## src/rtl/cam_frame_ctrl.sv

```systemverilog
// Frame sequencer: waits for sensor config, drops settling frames, then gates capture_en on vsync boundaries and checks per-frame line/byte counts.
// Outputs are registered and change one pclk after the vsync/href edge is seen; there is no backpressure.
module cam_frame_ctrl #(
   parameter int SKIP_FRAMES = 2,
   parameter int EXP_LINES   = 480,
   parameter int EXP_BYTES   = 1280
) (
   input  logic        pclk,
   input  logic        reset,
   input  logic        config_done,
   input  logic        vsync,
   input  logic        href,
   input  logic        start,
   input  logic        stop,
   input  logic        continuous,
   output logic        capture_en,
   output logic        busy,
   output logic        frame_start,
   output logic        frame_done,
   output logic        frame_err,
   output logic [15:0] frame_count,
   output logic [2:0]  state_dbg
);

   typedef enum logic [2:0] {
      WAIT_CFG = 3'd0,
      SKIP     = 3'd1,
      IDLE     = 3'd2,
      ARM      = 3'd3,
      ACTIVE   = 3'd4
   } state_t;

   localparam int SKW = (SKIP_FRAMES > 1) ? $clog2(SKIP_FRAMES) : 1;
   localparam logic [SKW-1:0] SKIP_LAST = SKW'((SKIP_FRAMES > 0) ? SKIP_FRAMES - 1 : 0);
   localparam logic [9:0]  EXP_L = 10'(EXP_LINES);
   localparam logic [10:0] EXP_B = 11'(EXP_BYTES);

   state_t         state_q, state_d;
   logic           vsync_q, href_q;
   logic [SKW-1:0] skip_cnt_q, skip_cnt_d;
   logic           cont_q, cont_d;
   logic [9:0]     line_cnt_q, line_cnt_d;
   logic [10:0]    byte_cnt_q, byte_cnt_d;
   logic           err_acc_q, err_acc_d;
   logic           stop_pend_q, stop_pend_d;
   logic           frame_err_q, frame_err_d;
   logic [15:0]    frame_cnt_q, frame_cnt_d;
   logic           capture_en_q, busy_q, frame_start_q, frame_done_q;
   logic           start_d, done_d;

   logic vs_rise, vs_fall, hr_fall;
   assign vs_rise = vsync & ~vsync_q;
   assign vs_fall = ~vsync & vsync_q;
   assign hr_fall = ~href & href_q;

   always_comb begin
      state_d     = state_q;
      skip_cnt_d  = skip_cnt_q;
      cont_d      = cont_q;
      line_cnt_d  = line_cnt_q;
      byte_cnt_d  = byte_cnt_q;
      err_acc_d   = err_acc_q;
      stop_pend_d = stop_pend_q;
      frame_err_d = frame_err_q;
      frame_cnt_d = frame_cnt_q;
      start_d     = 1'b0;
      done_d      = 1'b0;
      // Losing config aborts from any state, without completing the frame.
      if (!config_done) begin
         state_d = WAIT_CFG;
      end else begin
         case (state_q)
            WAIT_CFG: begin
               skip_cnt_d = '0;
               state_d    = (SKIP_FRAMES == 0) ? IDLE : SKIP;
            end
            SKIP: begin
               if (vs_rise) begin
                  if (skip_cnt_q == SKIP_LAST) state_d = IDLE;
                  else skip_cnt_d = skip_cnt_q + 1'b1;
               end
            end
            IDLE: begin
               if (start && !stop) begin
                  cont_d  = continuous;
                  state_d = ARM;
               end
            end
            ARM: begin
               if (stop) begin
                  state_d = IDLE;
               end else if (vs_fall) begin
                  state_d     = ACTIVE;
                  start_d     = 1'b1;
                  line_cnt_d  = '0;
                  byte_cnt_d  = '0;
                  err_acc_d   = 1'b0;
                  stop_pend_d = 1'b0;
               end
            end
            ACTIVE: begin
               if (stop) stop_pend_d = 1'b1;
               if (href && byte_cnt_q != 11'h7FF) byte_cnt_d = byte_cnt_q + 11'd1;
               if (hr_fall) begin
                  if (line_cnt_q != 10'h3FF) line_cnt_d = line_cnt_q + 10'd1;
                  if (byte_cnt_q != EXP_B) err_acc_d = 1'b1;
                  byte_cnt_d = '0;
               end
               if (vs_rise) begin
                  done_d      = 1'b1;
                  frame_err_d = err_acc_d || (line_cnt_q != EXP_L) || href;
                  frame_cnt_d = frame_cnt_q + 16'd1;
                  state_d     = (cont_q && !stop_pend_q && !stop) ? ARM : IDLE;
               end
            end
            default: state_d = WAIT_CFG;
         endcase
      end
   end

   always_ff @(posedge pclk or negedge reset) begin
      if (!reset) begin
         state_q       <= WAIT_CFG;
         vsync_q       <= 1'b0;
         href_q        <= 1'b0;
         skip_cnt_q    <= '0;
         cont_q        <= 1'b0;
         line_cnt_q    <= '0;
         byte_cnt_q    <= '0;
         err_acc_q     <= 1'b0;
         stop_pend_q   <= 1'b0;
         frame_err_q   <= 1'b0;
         frame_cnt_q   <= '0;
         capture_en_q  <= 1'b0;
         busy_q        <= 1'b0;
         frame_start_q <= 1'b0;
         frame_done_q  <= 1'b0;
      end else begin
         state_q       <= state_d;
         vsync_q       <= vsync;
         href_q        <= href;
         skip_cnt_q    <= skip_cnt_d;
         cont_q        <= cont_d;
         line_cnt_q    <= line_cnt_d;
         byte_cnt_q    <= byte_cnt_d;
         err_acc_q     <= err_acc_d;
         stop_pend_q   <= stop_pend_d;
         frame_err_q   <= frame_err_d;
         frame_cnt_q   <= frame_cnt_d;
         capture_en_q  <= (state_d == ACTIVE);
         busy_q        <= (state_d == ARM) || (state_d == ACTIVE);
         frame_start_q <= start_d;
         frame_done_q  <= done_d;
      end
   end

   assign capture_en  = capture_en_q;
   assign busy        = busy_q;
   assign frame_start = frame_start_q;
   assign frame_done  = frame_done_q;
   assign frame_err   = frame_err_q;
   assign frame_count = frame_cnt_q;
   assign state_dbg   = state_q;

endmodule

```

## config.mk

```make
export PLATFORM = sky130hd
export DESIGN_NAME = cam_frame_ctrl
export DESIGN_NICKNAME = d
export VERILOG_FILES = /design/src/rtl/cam_frame_ctrl.sv
export SDC_FILE = /design/constraint.sdc
export NUM_CORES = 1
export LEC_CHECK = 0
export CAP_MARGIN = 20
export CORE_ASPECT_RATIO = 0.7
export CORE_MARGIN = 2
export CORE_UTILIZATION = 50
export DETAILED_ROUTE_END_ITERATION = 16
export PLACE_DENSITY = 0.86
export SLEW_MARGIN = 20
export SYNTH_ARGS = -nofsm -noshare
export SYNTH_HDL_FRONTEND = slang
export SYNTH_SLANG_ARGS = --single-unit
```

## constraint.sdc

```tcl
create_clock -name pclk -period 2 [get_ports pclk]
set_clock_uncertainty 0.15 [all_clocks]
set_input_delay 0.4 -clock pclk [delete_from_list [all_inputs] [get_ports pclk]]
set_output_delay 0.4 -clock pclk [all_outputs]
set_load 0.01 [all_outputs]
```

==> qor.txt <==
=================================================================================================
Result of the run                                                                    complete, but fails checks
Failing checks                                                                       negative setup slack
Worst Min Path Start                                                                 frame_count[15]$_DFFE_PN0P_
Routed wire per std cell                                                                  16.1 um
Final hold violations                                                                           0
Starting density of the core                                                                51.6%
Part of the Yosys area used for sequential elements                                         47.6%
Starting DRC count in detailed routing                                                        122
# DRC                                                                                           0
Share of layout cells above drive strength 1                                                22.5%
Cell depth of the worst min-delay path                                                          1
Crit path launch                                                                            vsync
Predominant post-synthesis flop cell                                                      dfrtp_1
Final-stage net count                                                                         363
Overall routing resource usage                                                              23.6%
Number of buffers created by CTS                                                                5
Required time of the critical path                                                        2.08 ns
# rows                                                                                         22
Data arrival, critical path                                                               2.12 ns
Vias per std cell                                                                            5.87
Worst Hold Class                                                                       reg -> reg
Global-route congestion overflow total                                                          0
Number of cells in the finished layout apart from fillers                                     423
Tightest Pin Transition                                                                  0.399 ns
Die extent in x                                                                           91.6 um
CTS Buffer Depth                                                                                2
Final weighted congestion in routability-driven placement                                   0.912
Final Cycle Share                                                                            102%
Post-synthesis average cell area                                                         9.72 um2
Clock period minus worst slack                                                            2.03 ns
Endpoint type of the worst setup path                                                   flip-flop
Initial antenna violation count                                                                 0
Worst-path fanout max                                                                           8
Number of flops mapped to enable cells by yosys                                                 0
Post-synthesis register bit count                                                              51
Root buffer cell                                                                         clkbuf_8
Leakage power                                                                             1.60 nW
Power density over the cells                                                           560 mW/mm2
First-pass GRT wire length                                                              11,100 um
Number of levels the H-tree was split into                                                      2
Max_slew headroom                                                                           73.4%
Crit start category                                                                     input pin
Number of max-cap violations                                                                    0
Max Fclk                                                                                0.491 GHz
Maximum number of pins on one net before global-route repair                                   25
Most common library cell in the layout ignoring fill and taps                             dfrtp_1
Pins over their slew limit                                                                      0
Layout Area Growth over Synthesis                                                           35.2%
Number of distinct library cell variants in the gate-level netlist after synthesis             50
Core Box Area                                                                         0.00520 mm2
Unrepaired setup endpoints after global routing                                              true
Number of global-route vias before repair                                                   2,359
Final routed wirelength across all metal layers                                           6800 um
Peak supply drop                                                                         0.340 mV
Reg-to-reg startpoint                                                                state_dbg[1]$_DFF_PN0_
Dominant cells by area after synthesis                                               dfrtp_1 (48%), a31oi_1 (4.0%), nand2_1 (3.9%)
CTS clock-pin slew for the worst setup and hold paths                                     0.10 ns
Final number of setup-violating endpoints                                                       1
Drt first pass iters                                                                            4
Clock insertion delay at the later pin of the skew report                                 0.31 ns
Count of buffers inserted at the top-level ports                                               31
Cell taking the most area after synthesis                                                 dfrtp_1
Via count of the routed design                                                              2,485
Mapped cell area                                                                      0.00268 mm2
Total instance count after detailed placement                                                 411
TritonCTS clock tree                                                                        built
Cell count after synthesis                                                                    276
Die area                                                                              0.00598 mm2
HPWL Detailed                                                                             4850 um
Total chip power                                                                        0.00203 W
Post-Place Setup Slack                                                                  -0.345 ns
Share of the synthesized area in the top cell type                                          47.6%
Top library cells by usage in the layout, fill and taps aside                        dfrtp_1 (50), buf_4 (37), clkdlybuf4s50_1 (29), nand2_1 (27)
Least setup slack across all paths after layout                                        -0.0349 ns
Yosys synthesis warning count                                                                   0
Synthesized netlist net count                                                                 289
Post-synth ARST share                                                                        100%
Diodes inserted                                                                                 0
Height of the die                                                                         65.3 um
Sinks on the clock net                                                                         51
Reg2reg path depth                                                                              6
Kind of critical path                                                                   in -> reg
Ports                                                                                          32
Remaining antenna violation count                                                               0
=================================================================================================
path summary, 6_finish.rpt:
| check | end | slack [ns] |
|---|---|---|
| setup / recovery | frame_count[12]$_DFFE_PN0P_ | -0.03 |
| hold / removal | frame_count[15]$_DFFE_PN0P_ | 0.33 |
| setup reg to reg | frame_count[12]$_DFFE_PN0P_ | 0.03 |
| min in group asynchronous | frame_count[5]$_DFFE_PN0P_ | 0.39 |
| max in group asynchronous | line_cnt_q[9]$_DFFE_PN0P_ | 0.79 |
| hold reg to reg | frame_count[15]$_DFFE_PN0P_ | 0.33 |
power breakdown:
part / internal, W / switching [W]
clock network: 0.000412 / 0.000358
logic: 0.0000882 / 0.0000975
registers: 0.00105 / 0.0000226
total: 0.00155 / 0.000478
final cells by class:
| class | count | area [um2] |
|---|---|---|
| Clock inverter | 2 | 38.8 |
| Multi-Input combinational cell | 207 | 1440 |
| Timing Repair Buffer | 73 | 658 |
| Fill cell | 360 | 1570 |
| Sequential cell | 51 | 1280 |
| Inverter | 12 | 45.0 |
| Clock buffer | 6 | 82.6 |
| Tap cell | 72 | 90.1 |
per-stage QoR:
| step | setup TNS [ns] | utilization [%] | area, um2 | hold WS [ns] |
|---|---|---|---|---|
| 2_1_floorplan | 0 | - | 2690 | -0.0456 |
| 3_3_place_gp | -7.30 | 64.5 | 3360 | 0.190 |
| 3_5_place_dp | -9.51 | 64.5 | 3360 | 0.195 |
| 4_1_cts | 0 | 67.3 | 3500 | 0.330 |
| 5_1_grt | -0.294 | 69.7 | 3630 | 0.367 |
| 6_report | -0.0349 | 69.7 | 3630 | 0.335 |
layer usage:
layer / GRT usage [%] / up-vias / part of all wire, %
met5: 0 / - / 0
met4: 7.58 / 0 / 1.1
met3: 4.13 / 9 / 5.8
met2: 38.4 / 91 / 47
met1: 32.4 / 1205 / 47
li1: - / 1180 / -
synth_stat cells (all sizes together) (6+ instances only):
master	count
a21oi	10
a31oi	17
dfrtp	51
inv	11
nand2	28
nand3	18
nand4	12
nor2	16
nor4	9
o21ai	11
or4	6
xnor2	6
xor2	9
sequential cells by signal (all words and copies together), names as in the netlist:
register and count:
frame_count 16, byte_cnt_q 11, line_cnt_q 10, state_dbg 3, busy 1, capture_en 1
cont_q 1, err_acc_q 1, frame_done 1, frame_err 1, frame_start 1, href_q 1
skip_cnt_q 1, stop_pend_q 1, vsync_q 1
critical path, stage by stage:
cell             delay [ns]
clkdlybuf4s50_1        0.49
buf_4                  0.16
nor2b_1                0.30
nand2_2                0.18
nor4_2                 0.37
xor2_1                 0.21
kinds of logic (layout without fill, tap and decap cells):
group | after synthesis | in the layout | share of synthesized area, %
AOI/OAI and AO/OA | 51 | 51 | 11.7
buffers and inverters | 18 | 93 | 2.98
and+or+nand+nor | 130 | 130 | 28.3
adders and majority gates | 5 | 5 | 2.33
DFF | 51 | 51 | 47.6
muxes | 6 | 6 | 2.28
xor gates and xnor gates | 15 | 15 | 4.90
timing repair:
action	in CTS	in global routing
endpoints found under the hold margin	15	0
buffers inserted	0	3
hold buffers	1	0
resized for setup	4	24
setup endpoints to repair	17	19
pin swaps	1	12
No activity file was read; power rests on OpenSTA's default activity.
